===== src/rtl/serial_to_parallel_rx.sv =====
// serial_to_parallel_rx: receive end of the serial link.
// Finds byte alignment by searching for COM_SYM. Declares lock after COM_COUNT
// consecutive aligned COMs, then delivers bytes plus a valid flag.
// A COM received while locked is idle, reported as valid_out=0.
// Optional: define RX_STATS_EN to add rx_byte_count, a saturating count of
// the data bytes delivered while locked.
module serial_to_parallel_rx #(
   parameter logic [7:0]  COM_SYM   = 8'hBC,
   parameter int unsigned COM_COUNT = 4       // legal 1..15
) (
   input  logic        clk8f,
   input  logic        reset,
   input  logic        data_in,
   output logic        active,
   output logic [7:0]  data_out,
   output logic        valid_out
`ifdef RX_STATS_EN
   ,output logic [15:0] rx_byte_count
`endif
);

   typedef enum logic [1:0] {ST_UNLOCKED, ST_LOCKING, ST_LOCKED} state_t;

   localparam logic [3:0] COM_TGT = 4'(COM_COUNT);

   state_t     state, state_nx;
   // Only the 7 most recent bits are kept; the byte completes with data_in.
   logic [6:0] sr;
   logic [2:0] bit_cnt, bit_cnt_nx;
   logic [3:0] com_cnt, com_cnt_nx, com_inc;
   logic [7:0] nb;
   logic       is_com, boundary;
   logic       active_nx, valid_nx;
   logic [7:0] data_nx;

   assign nb       = {sr, data_in};
   assign is_com   = (nb == COM_SYM);
   assign boundary = (bit_cnt == 3'd7);
   assign com_inc  = com_cnt + 4'd1;

   // State and datapath registers; reset drops lock and discards any partial byte.
   always_ff @(posedge clk8f) begin
      if (reset) begin
         state     <= ST_UNLOCKED;
         sr        <= '0;
         bit_cnt   <= '0;
         com_cnt   <= '0;
         active    <= 1'b0;
         data_out  <= 8'h00;
         valid_out <= 1'b0;
      end else begin
         state     <= state_nx;
         sr        <= nb[6:0];
         bit_cnt   <= bit_cnt_nx;
         com_cnt   <= com_cnt_nx;
         active    <= active_nx;
         data_out  <= data_nx;
         valid_out <= valid_nx;
      end
   end

   // Next-state: bit-wise COM hunt, then byte-wise confirmation of alignment.
   always_comb begin
      state_nx   = state;
      bit_cnt_nx = bit_cnt + 3'd1;
      com_cnt_nx = com_cnt;
      case (state)
         ST_UNLOCKED: begin
            // Bit phase is re-established by the COM that ends the hunt.
            bit_cnt_nx = 3'd0;
            if (is_com) begin
               com_cnt_nx = 4'd1;
               state_nx   = (COM_TGT == 4'd1) ? ST_LOCKED : ST_LOCKING;
            end
         end
         ST_LOCKING: begin
            if (boundary) begin
               if (is_com) begin
                  com_cnt_nx = com_inc;
                  if (com_inc == COM_TGT) state_nx = ST_LOCKED;
               end else begin
                  com_cnt_nx = 4'd0;
                  state_nx   = ST_UNLOCKED;
               end
            end
         end
         ST_LOCKED: ;   // only reset leaves lock
         default:   state_nx = ST_UNLOCKED;
      endcase
   end

   // Outputs: active tracks the next state; data/valid update only at locked boundaries.
   always_comb begin
      active_nx = (state_nx == ST_LOCKED);
      data_nx   = data_out;
      valid_nx  = 1'b0;
      if (state == ST_LOCKED) begin
         valid_nx = valid_out;
         if (boundary) begin
            if (is_com) begin
               valid_nx = 1'b0;
            end else begin
               data_nx  = nb;
               valid_nx = 1'b1;
            end
         end
      end
   end

`ifdef RX_STATS_EN
   // Count of data bytes delivered while locked, saturating at all-ones.
   always_ff @(posedge clk8f) begin
      if (reset)
         rx_byte_count <= 16'h0000;
      else if (state == ST_LOCKED && boundary && !is_com && rx_byte_count != 16'hFFFF)
         rx_byte_count <= rx_byte_count + 16'h0001;
   end
`endif

endmodule


===== config.mk =====
export PLATFORM = sky130hd
export DESIGN_NAME = serial_to_parallel_rx
export DESIGN_NICKNAME = d
export VERILOG_FILES = /design/src/rtl/serial_to_parallel_rx.sv
export SDC_FILE = /design/constraint.sdc
export NUM_CORES = 1
export LEC_CHECK = 0
export ABC_AREA = 1
export CORE_UTILIZATION = 40
export CTS_CLUSTER_DIAMETER = 200
export CTS_CLUSTER_SIZE = 24
export DETAILED_ROUTE_END_ITERATION = 10
export DONT_BUFFER_PORTS = 1
export MAX_ROUTING_LAYER = met4
export SYNTH_ARGS = -nofsm -noshare
export SYNTH_HDL_FRONTEND = slang
export SYNTH_SLANG_ARGS = --single-unit

===== constraint.sdc =====
create_clock -name clk8f -period 1.8 [get_ports clk8f]
set_input_delay 0.54 -clock clk8f [delete_from_list [all_inputs] [get_ports clk8f]]
set_output_delay 0.54 -clock clk8f [all_outputs]
set_load 0.01 [all_outputs]

==> summary by stage, run 1 <==
Power and ir drop
The analysis attributes to cell leakage a power of 0.528 nW. After layout, the design draws a total of 0.000997 W. The worst-case IR drop observed on VDD is 523 uV. In this run the power density over the cells is 859 mW/mm2.

STA
The headroom to the max-slew limit is 76.4%. Timing would allow up to 727 MHz. Between clock sinks in the finished design, the worst skew comes to 0.00605 ns. Setup repair after global routing left no endpoint under its margin. Setup violations remaining at the end of the flow were counted as 0. In the final timing run, aggregate negative setup slack is 0 ns. The slack of the critical path is 0.424 ns. For the pin with the worst max-slew slack, the measured transition is 0.354 ns. The number of hold-slack violations in the final timing report is 0.

The clock period could shrink to 1.38 ns. In the finished design, the share of the clock period the worst path needs comes to 76.5%. The number of pins with negative max-slew slack in the final report was 0.

Drt
Dividing the detail-routed wire length by the instance count gives 10.2 um. The violation count after the first detailed-route iteration is 8. The via count of the routed design is 810. The via density per instance is 4.60. The detail route stage leaves a number of antenna-violating nets equal to 0.

The first-pass iteration count of the detailed router is 3. The total routed wirelength is 1800 um. The post-route DRC violation count is 0.

Layout
0 antenna diodes ended up in the layout. The synthesis-to-finish area growth is 6.54%. The finished layout holds 176 standard cells, fillers aside. The post-route netlist has 8.90% of its cells at a drive strength greater than 1. The post-layout net count is 153. For this run, the share of the core covered by cells in the final layout is 46.0%. The fill cell total of the finished layout is 266.

Synth
In this run the biggest area consumer among cell types represents 47.8% of the synthesized area. In this run, synthesis produced a sequential element count of 26. The post-synthesis area per instance is 7.52 um2. The count of different cell masters after synthesis is 17. The register area share after synthesis is 47.8%. The number of nets handed over by synthesis was 151. For this run, the number of Yosys warnings is 0. The cell count after synthesis is 145. After synthesis the cells add up to 0.00109 mm2. Ranked by total cell area, the synthesized netlist is headed by sky130_fd_sc_hd__dfxtp_1 (48%), sky130_fd_sc_hd__nand2_1 (11%), sky130_fd_sc_hd__nor2_1 (11%). The cell accounting for the most synthesized area is sky130_fd_sc_hd__dfxtp_1.

Floorplan
The top-level port count is 13. The total area inside the core boundary comes to 0.00252 mm2. The initial utilization of the core area, before any placement, comes to 43.2%. The die is 54.2 um wide. The floorplan has 18 rows.

The die outline height is 54.2 um. The die footprint is 0.00294 mm2.

Critical path
In this run the critical register-to-register path is launched from bit_cnt[0]. The peak fanout along the critical path is 5. STA classifies the critical path startpoint as a flip-flop. The launch point of the critical path is bit_cnt[0].

Data on the critical path is required at its endpoint by 2.04 ns. At the worst endpoint, the arrival time is 1.62 ns. The critical path class is flip-flop to flip-flop. The capturing element type of the critical path is a flip-flop.

Clock network
The hold-fix buffer count after cts is 0. The number of instances resized during post-cts repair is 0. Buffers inserted during clock tree synthesis total 3.

TritonCTS built the clock tree. The maximum count of clock buffers along a single path is 2. The later-pin clock latency in the skew report is 0.33 ns. The number of setup buffers added after CTS is 0. Clock-pin slew was measured on the worst setup and hold paths at 0.15 ns. In this run the number of H-tree levels came out at 1. The root buffer selected by CTS is sky130_fd_sc_hd__clkbuf_4.

The clock drives 26 sinks.

Placed design
In this run, placement finished with an instance count of 172. The post-placement worst setup slack is 0.417 ns. Routability-driven placement finished with a final weighted congestion of 0.757.

The count of buffers added on input and output ports is 0. The HPWL after detailed placement is 1290 um.

Global route
The wire length of the first global-routing pass is 2990 um. The total congestion overflow after global routing is 0. Global routing used 14.9% of the available tracks. The number of global-route vias before repair is 693. Entering global routing, the biggest net connects 17 pins.

The initial antenna violation count is 0.

Flow run
The number of violations of the max-capacitance limit is 0.

Worst hold path
The min-delay analysis places its worst path in the category input pin to flip-flop. The beginning of the worst hold path is reset.

Run status
The flow ran to the end, and the final reports show no timing, DRC or antenna violations.
## placed cells by master (no fill, tap or decap), drive strengths merged
| cell type | instances |
|---|---|
| nor3b | 2 |
| nand3 | 11 |
| nand2 | 34 |
| a21oi | 5 |
| dfxtp | 26 |
| nor2 | 35 |
| inv | 22 |
| ha | 3 |
| nand4 | 1 |
| xor2 | 2 |
| clkbuf | 3 |
| nor3 | 1 |
| bufinv | 1 |
## final timing paths
check,endpoint,slack (ns),cells after the start
setup / recovery,com_cnt[3],0.42,7
hold / removal,sr[4],0.26,1
setup reg to reg,com_cnt[3],0.42,7
hold reg to reg,sr[4],0.44,2
## where the power goes
| group | total, W | leakage (nW) | switching [W] | internal (W) |
|---|---|---|---|---|
| Sequential | 0.000581 | 0.210 | 0.00000211 | 0.000579 |
| Clock | 0.000406 | 0.0279 | 0.000180 | 0.000225 |
| Combinational | 0.00000998 | 0.290 | 0.00000781 | 0.00000217 |
## kinds of logic (layout without fill, tap and decap cells)
| kind of cell | Yosys count | after routing | share of synthesized area, % |
|---|---|---|---|
| buffers and inverters | 25 | 26 | 9.30 |
| xor gates and xnor gates | 2 | 2 | 1.61 |
| AOI/OAI and AO/OA | 5 | 5 | 2.30 |
| DFF | 26 | 26 | 47.8 |
| and+or+nand+nor | 84 | 84 | 35.6 |
| adders and majority gates | 3 | 3 | 3.44 |
## state kept, by name, indices dropped and copies added, names as in the netlist
| signal | count |
|---|---|
| bit_cnt | 3 |
| com_cnt | 4 |
| valid_out | 1 |
| data_out | 8 |
| sr | 7 |
| active | 1 |
| state | 2 |
## metrics by stage
step                cell area [um2]  hold WS (ns)
global route                   1160         0.236
finish                         1160         0.257
detailed placement             1110         0.418
floorplan                      1090         0.405
CTS                            1160         0.244
global placement               1110         0.415
## synthesized netlist by cell type (all sizes together)
cell and number:
ha 3, nor3b 2, buf 1, inv 22, nand4 1, xor2 2
nand3 11, clkbuf 2, nor2 35, nor3 1, nand2 34, a21oi 5
dfxtp 26
## area by class of cell
cell class,instances,area (um2),share of cell area [%]
clock inverters,1,30.0,2.59
clock buffers,3,22.5,1.94
multi-input cells,94,468,40.3
inverters,22,82.6,7.11
well taps,30,37.5,3.23
flip-flops and latches,26,520,44.8
## routing by layer
layer | wire length, um | part of all wire, % | GRT usage, % | vias to the layer above
met5 | 0 | 0 | - | -
met4 | 31 | 1.7 | 7.69 | 0
met3 | 48 | 2.7 | 2.82 | 5
met2 | 844 | 47 | 23.2 | 8
met1 | 873 | 49 | 18.1 | 354
li1 | - | - | - | 443
## critical path: stages, from the launching register on
cell                      delay (ns)
sky130_fd_sc_hd__dfxtp_1        0.36
sky130_fd_sc_hd__ha_1           0.15
sky130_fd_sc_hd__ha_1           0.30
sky130_fd_sc_hd__inv_1          0.11
sky130_fd_sc_hd__a21oi_1        0.14
sky130_fd_sc_hd__nand2_1        0.09
sky130_fd_sc_hd__nor2_1         0.10
sky130_fd_sc_hd__nor2_1         0.04
Note: power is estimated with default switching activity, not from simulation.
==> run 2: changes to the inputs <==
clock period = 1.1 ns   (was 1.8 ns; I/O delays follow)
==> summary by stage, run 2 (synthesis results as in run 1) <==
Run status
The run finished, with violations left. The checks that failed: setup timing.

Layout
Leaving out fill and tap cells, the most frequent cell in the layout is sky130_fd_sc_hd__nor2_1. The share of post-route cells with drive strength above 1 is 31.6% (+23 points). In the layout the commonest cells are sky130_fd_sc_hd__nor2_1 (30), sky130_fd_sc_hd__nand2_1 (29), sky130_fd_sc_hd__inv_1 (16). The final antenna diode count was 0 (unchanged).

The register ranked first by flip-flop count is data_out. The summed area of non-filler cells in the final layout is 0.00133 mm2 (+14%). The final core area utilization is 52.6% (+6.6 points).

In the final layout, the registers with the most flip-flops are data_out x8, sr x7, com_cnt x4. The flip-flop count of the largest register, all copies and words added was 8 (unchanged). From synthesis to final layout, the design area changed by 21.8%. The post-layout net count is 165 (+7.8%).

Floorplan
The initial core utilization is 43.2% (unchanged). The die boundary width is 54.2 um (unchanged). The die outline height is 54.2 um (unchanged). The floorplan row count was 18 (unchanged).

The die footprint is 0.00294 mm2 (unchanged). The top-level port count is 13 (unchanged). The area inside the core boundary is 0.00252 mm2 (unchanged).

Clock network
The clock transition at the register clock pins on the worst setup and hold paths after CTS is 0.14 ns (about the same). The maximum count of clock buffers along a single path is 2 (unchanged). The later-pin clock latency in the skew report is 0.31 ns (-0.02 ns). The clock net sink count is 26 (unchanged). The H-tree depth reported by CTS is 1 (unchanged). The number of setup buffers added after CTS was 0 (unchanged). The clock buffer count from CTS was 3 (unchanged). The CTS tree is yes. CTS placed an instance of sky130_fd_sc_hd__clkbuf_4 at the clock tree root.

STA
The headroom to the max-slew limit was 85.5% (+9.1 points). The maximum clock frequency is 872 MHz (+20%). Setup repair after global routing could not meet its margin everywhere.

The number of pins with negative max-slew slack in the final report is 0 (unchanged). The total negative slack for setup checks was -0.328 ns (-0.328 ns). The shortest period the worst path allows is 1.15 ns (-0.230 ns). The post-route clock skew is 0.00275 ns (-0.00331 ns). The transition time of the tightest slew-check pin is 0.217 ns (-0.137 ns).

The setup-violating endpoint count in the final report was 14 (+14). The slack of the critical path is -0.0468 ns (-0.470 ns). The post-route fraction of the period consumed by the critical path is 104% (+28 points).

The number of hold-slack violations in the final timing report is 0 (unchanged).

Drt
The total routed wirelength came to 1930 um (+7.4%). The via count of the routed design is 850 (+4.9%). The via density per instance is 4.52 (-1.8%). The first-pass iteration count of the detailed router is 4 (+1). The routed length per placed instance is 10.3 um (+0.59%). The antenna violation net count after detailed routing was 0 (unchanged). The violation count after the first detailed-route iteration is 10 (+2).

The post-route DRC violation count is 0 (unchanged).

Power and ir drop
The clock group share of total power is 32.7% (-8.0 points). The cell internal power dissipation was 0.00117 W (+45%). The register share of total power was 64.7% (+6.4 points).

The power share of the combinational group is 2.6% (+1.6 points). The power per cell area is 1110 mW/mm2 (+29%). The worst vdd rail ir drop is 743 uV (+42%).

The total leakage power is 0.609 nW (+15%). The switching component of the power is 0.000299 W (+57%). The switching share of power is 20.4% (+1.3 points).

Global route
The initial antenna violation count is 0 (unchanged). The total routing resource utilization after global routing is 15.8% (+0.89 points). The wire length of the first global-routing pass is 3190 um (+6.7%). The total congestion overflow after global routing is 0 (unchanged). The pin count of the biggest net entering global routing is 17 (unchanged). The number of global-route vias before repair came to 773 (+12%).

Placed design
The placed instance area came to 0.00126 mm2 (+14%). The final HPWL from detailed placement is 1460 um (+13%). The final RePlAce weighted congestion is 0.869 (+15%). The count of input and output buffers was 0 (unchanged).

Flow run
The number of violations of the max-capacitance limit is 0 (unchanged).

Critical path
The worst endpoint data arrival time is 1.41 ns (-0.21 ns). The capturing element type of the critical path is a flip-flop. The signal on the critical path passes through ha_4, ha_4, nand4_1, nor2_1, nand3_1, nand2_1. The peak fanout along the critical path is 5 (unchanged). The cell that appears most often on the critical path is sky130_fd_sc_hd__ha_4.

The required time at the worst-slack endpoint was 1.36 ns (-0.68 ns). The critical path class is flip-flop to flip-flop. The worst setup path is launched from a flip-flop. The worst-path cell with the longest stage delay is sky130_fd_sc_hd__dfxtp_2. The delay of the slowest cell on the worst path came to 0.37 ns (about the same).

Worst hold path
The class of the tightest hold or removal check is input pin to flip-flop.
[run 2: worst paths after layout]
check | start | slack [ns] | cells after the start | endpoint
setup / recovery | bit_cnt[0] | -0.05 | 6 | state[1]
hold / removal | reset | 0.06 | 1 | sr[0]
setup reg to reg | bit_cnt[0] | -0.05 | 6 | state[1]
hold reg to reg | bit_cnt[0] | 0.44 | 1 | bit_cnt[0]
[run 2: metrics by stage]
step / instances / hold slack (ns) / worst slack (ns) / power, W
6_report: 188 / 0.0560 / -0.0468 / 0.00147
5_1_grt: 188 / 0.0184 / -0.118 / 0.00154
4_1_cts: 188 / 0.0395 / -0.0682 / 0.00149
3_5_place_dp: 184 / 0.399 / -0.0700 / 0.00101
3_3_place_gp: 184 / 0.396 / -0.0682 / 0.00101
2_1_floorplan: 145 / 0.399 / -0.00456 / 0.000995
[run 2: layer usage]
layer	GRT usage [%]	up-vias	wire, um	part of all wire [%]
met3	3.67	2	47	2.4
li1	-	463	-	-
met4	8.12	0	12	0.62
met2	24.6	6	919	48
met1	18.8	379	953	49
met5	-	-	0	0
[run 2: layout make-up]
cell class | count | area (um2)
fillers | 239 | 1190
flip-flops and latches | 26 | 537
multi-input cells | 94 | 520
repair buffers | 12 | 106
inverters | 22 | 90.1
well taps | 30 | 37.5
clock buffers | 4 | 36.3
[run 2: power groups by stage]
| stage | clock network (W) | logic [W] | registers (W) |
|---|---|---|---|
| 6_report | 0.000481 | 0.0000377 | 0.000950 |
| 5_1_grt | 0.000546 | 0.0000411 | 0.000952 |
| 4_1_cts | 0.000503 | 0.0000383 | 0.000951 |
| 3_5_place_dp | 0 | 0.0000381 | 0.000972 |
| 3_3_place_gp | 0 | 0.0000380 | 0.000971 |
| 2_1_floorplan | 0 | 0.0000230 | 0.000972 |
[run 2: critical path: cells and delay by family (launching register included)]
| kind | cells | cell delay (ns) |
|---|---|---|
| and+or+nand+nor | 4 | 0.42 |
| adders and majority gates | 2 | 0.30 |
| DFF | 1 | 0.37 |
[run 2: timing repair]
action	4_1_cts	5_1_grt
hold buffers	0	0
pin swaps	5	4
endpoints found under the setup margin	16	24
gates resized for setup	3	13
==> run 3: changes to the inputs <==
CORE_MARGIN = 2   (was not set)
GPL_ROUTABILITY_DRIVEN = 0   (was not set)
==> summary by stage, run 3 (synthesis results as in run 1) <==
Floorplan
The area inside the core boundary is 0.00252 mm2 (unchanged). The die outline height is 56.2 um (+3.7%). The floorplan row count was 18 (unchanged). The top-level port count is 13 (unchanged). The die boundary width is 56.2 um (+3.7%). The initial core utilization is 43.2% (unchanged). The die footprint is 0.00316 mm2 (+7.5%).

Drt
The antenna violation net count after detailed routing is 0 (unchanged). The first-pass iteration count of the detailed router is 4 (unchanged). The via count of the routed design is 860 (+1.2%). The post-route DRC violation count came to 0 (unchanged). The via density per instance is 4.57 (+1.2%). The violation count after the first detailed-route iteration is 16 (+6). The total routed wirelength was 2050 um (+5.8%).

The routed length per placed instance is 10.9 um (+5.8%).

Clock network
The clock net sink count is 26 (unchanged). The tree is rooted in a sky130_fd_sc_hd__clkbuf_4. The maximum count of clock buffers along a single path came to 2 (unchanged). The hold-fix buffer count after cts came to 0 (unchanged). The CTS tree is yes. The H-tree depth reported by CTS was 1 (unchanged). The later-pin clock latency in the skew report is 0.31 ns (about the same). The clock buffer count from CTS was 3 (unchanged). The clock transition at the register clock pins on the worst setup and hold paths after CTS was 0.14 ns (about the same).

STA
The tightest hold margin is 0.0595 ns (+0.00352 ns). The number of pins with negative max-slew slack in the final report came to 0 (unchanged). The post-route clock skew was 0.00446 ns (+0.00171 ns). The setup-violating endpoint count in the final report is 15 (+1). The post-route fraction of the period consumed by the critical path is 108% (+3.3 points).

The slack of the critical path is -0.0831 ns (-0.0364 ns). The maximum clock frequency is 845 MHz (-3.1%). The headroom to the max-slew limit is 83.7% (-1.7 points). Setup repair after global routing could not meet its margin everywhere. The number of hold-slack violations in the final timing report is 0 (unchanged). The shortest period the worst path allows was 1.18 ns (+0.0364 ns). The transition time of the tightest slew-check pin came to 0.244 ns (+0.0262 ns).

Placed design
The placed instance area was 0.00125 mm2 (-0.60%). The post-placement worst setup slack is -0.0929 ns (-0.0229 ns). The final HPWL from detailed placement is 1480 um (+1.8%). The count of input and output buffers is 0 (unchanged).

Critical path
The launch point of the critical path is bit_cnt[0]. The worst setup path is captured at a flip-flop. The origin of the critical flop-to-flop path is bit_cnt[0]. The peak fanout along the critical path is 5 (unchanged).

The required time at the worst-slack endpoint is 1.36 ns (about the same). The critical path class is flip-flop to flip-flop. The startpoint kind of the worst setup timing path is a flip-flop. The worst endpoint data arrival time came to 1.44 ns (+0.03 ns).

Layout
The largest registers in the layout are data_out x8, sr x7, com_cnt x4. The area used by sequential logic in the layout was 529 um2 (-1.4%). The fill cell total of the finished layout is 244 (+2.1%).

The area growth from synthesis to layout is 22.0%. The commonest non-fill, non-tap cell in the layout is sky130_fd_sc_hd__nor2_1. The final antenna diode count is 0 (unchanged). data_out holds more flip-flops than any other register. The post-layout net count is 165 (unchanged). The final core area utilization is 52.7% (+0.099 points). The summed area of non-filler cells in the final layout is 0.00133 mm2 (+0.19%). The top cell types in the final layout, fill and taps aside, are sky130_fd_sc_hd__nor2_1 (30), sky130_fd_sc_hd__nand2_1 (28), sky130_fd_sc_hd__dfxtp_1 (19).

The area taken by multi-input logic gates is 532 um2 (+2.2%). The flip-flop count of the largest register, all copies and words added is 8 (unchanged). The share of post-route cells with drive strength above 1 is 29.7% (-1.9 points).

Global route
The pin count of the biggest net entering global routing is 17 (unchanged). The total congestion overflow after global routing is 0 (unchanged). The initial antenna violation count came to 0 (unchanged). The wire length of the first global-routing pass is 3710 um (+16%).

The total routing resource utilization after global routing is 15.0% (-0.76 points). The number of global-route vias before repair was 890 (+15%).

Power and ir drop
The power consumption is 0.00146 W (-0.54%). The total leakage power was 0.607 nW (-0.38%). The power per cell area is 1100 mW/mm2 (-0.73%). The worst vdd rail ir drop is 617 uV (-17%).

Worst hold path
The class of the tightest hold or removal check is input pin to flip-flop. In this run the most critical hold path is launched from reset.

Run status
The run finished, with violations left. The checks that failed: setup timing.

Flow run
The number of violations of the max-capacitance limit was 0 (unchanged).
run 3: per-stage QoR:
| step | std cells | TNS, ns |
|---|---|---|
| after floorplan | 145 | -0.00456 |
| after global placement | 183 | -0.326 |
| after detailed placement | 183 | -0.506 |
| after CTS | 187 | -0.521 |
| after global routing | 188 | -2.00 |
| final | 188 | -0.689 |
run 3: path summary, 6_finish.rpt:
kind / to / slack, ns / depth (start not counted)
setup / recovery: state[0] / -0.08 / 6
setup reg to reg: state[0] / -0.08 / 6
hold reg to reg: bit_cnt[0] / 0.44 / 1
hold / removal: sr[5] / 0.06 / 1
run 3: per-layer routing:
metal | wire [um] | track usage [%] | share of wire (%)
met1 | 997 | 18.1 | 49
met3 | 51 | 2.33 | 2.5
met5 | 0 | - | 0
met4 | 10 | 6.12 | 0.49
met2 | 987 | 25.0 | 48
run 3: power breakdown:
| group | switching, W | internal, W |
|---|---|---|
| Sequential | 0.00000350 | 0.000948 |
| Clock | 0.000270 | 0.000202 |
| Combinational | 0.0000184 | 0.0000198 |
| Total | 0.000291 | 0.00117 |
run 3: critical path: stages, from the launching register on:
cell                      delay (ns)
sky130_fd_sc_hd__dfxtp_2        0.36
sky130_fd_sc_hd__ha_4           0.16
sky130_fd_sc_hd__ha_4           0.19
sky130_fd_sc_hd__buf_4          0.14
sky130_fd_sc_hd__nand2_2        0.09
sky130_fd_sc_hd__nand3_1        0.09
sky130_fd_sc_hd__a21oi_2        0.12
run 3: area by class of cell:
cell class | count | share of cell area (%)
Inverter | 22 | 6.96
Multi-Input combinational cell | 94 | 40.0
Timing Repair Buffer | 12 | 7.71
Clock buffer | 4 | 2.73
Sequential cell | 26 | 39.8
Tap cell | 30 | 2.82
run 3: repair_timing:
item | CTS | global route
pin swaps | 5 | 3
setup endpoints to repair | 15 | 18
resized for setup | 4 | 9
setup buffers | 0 | 1
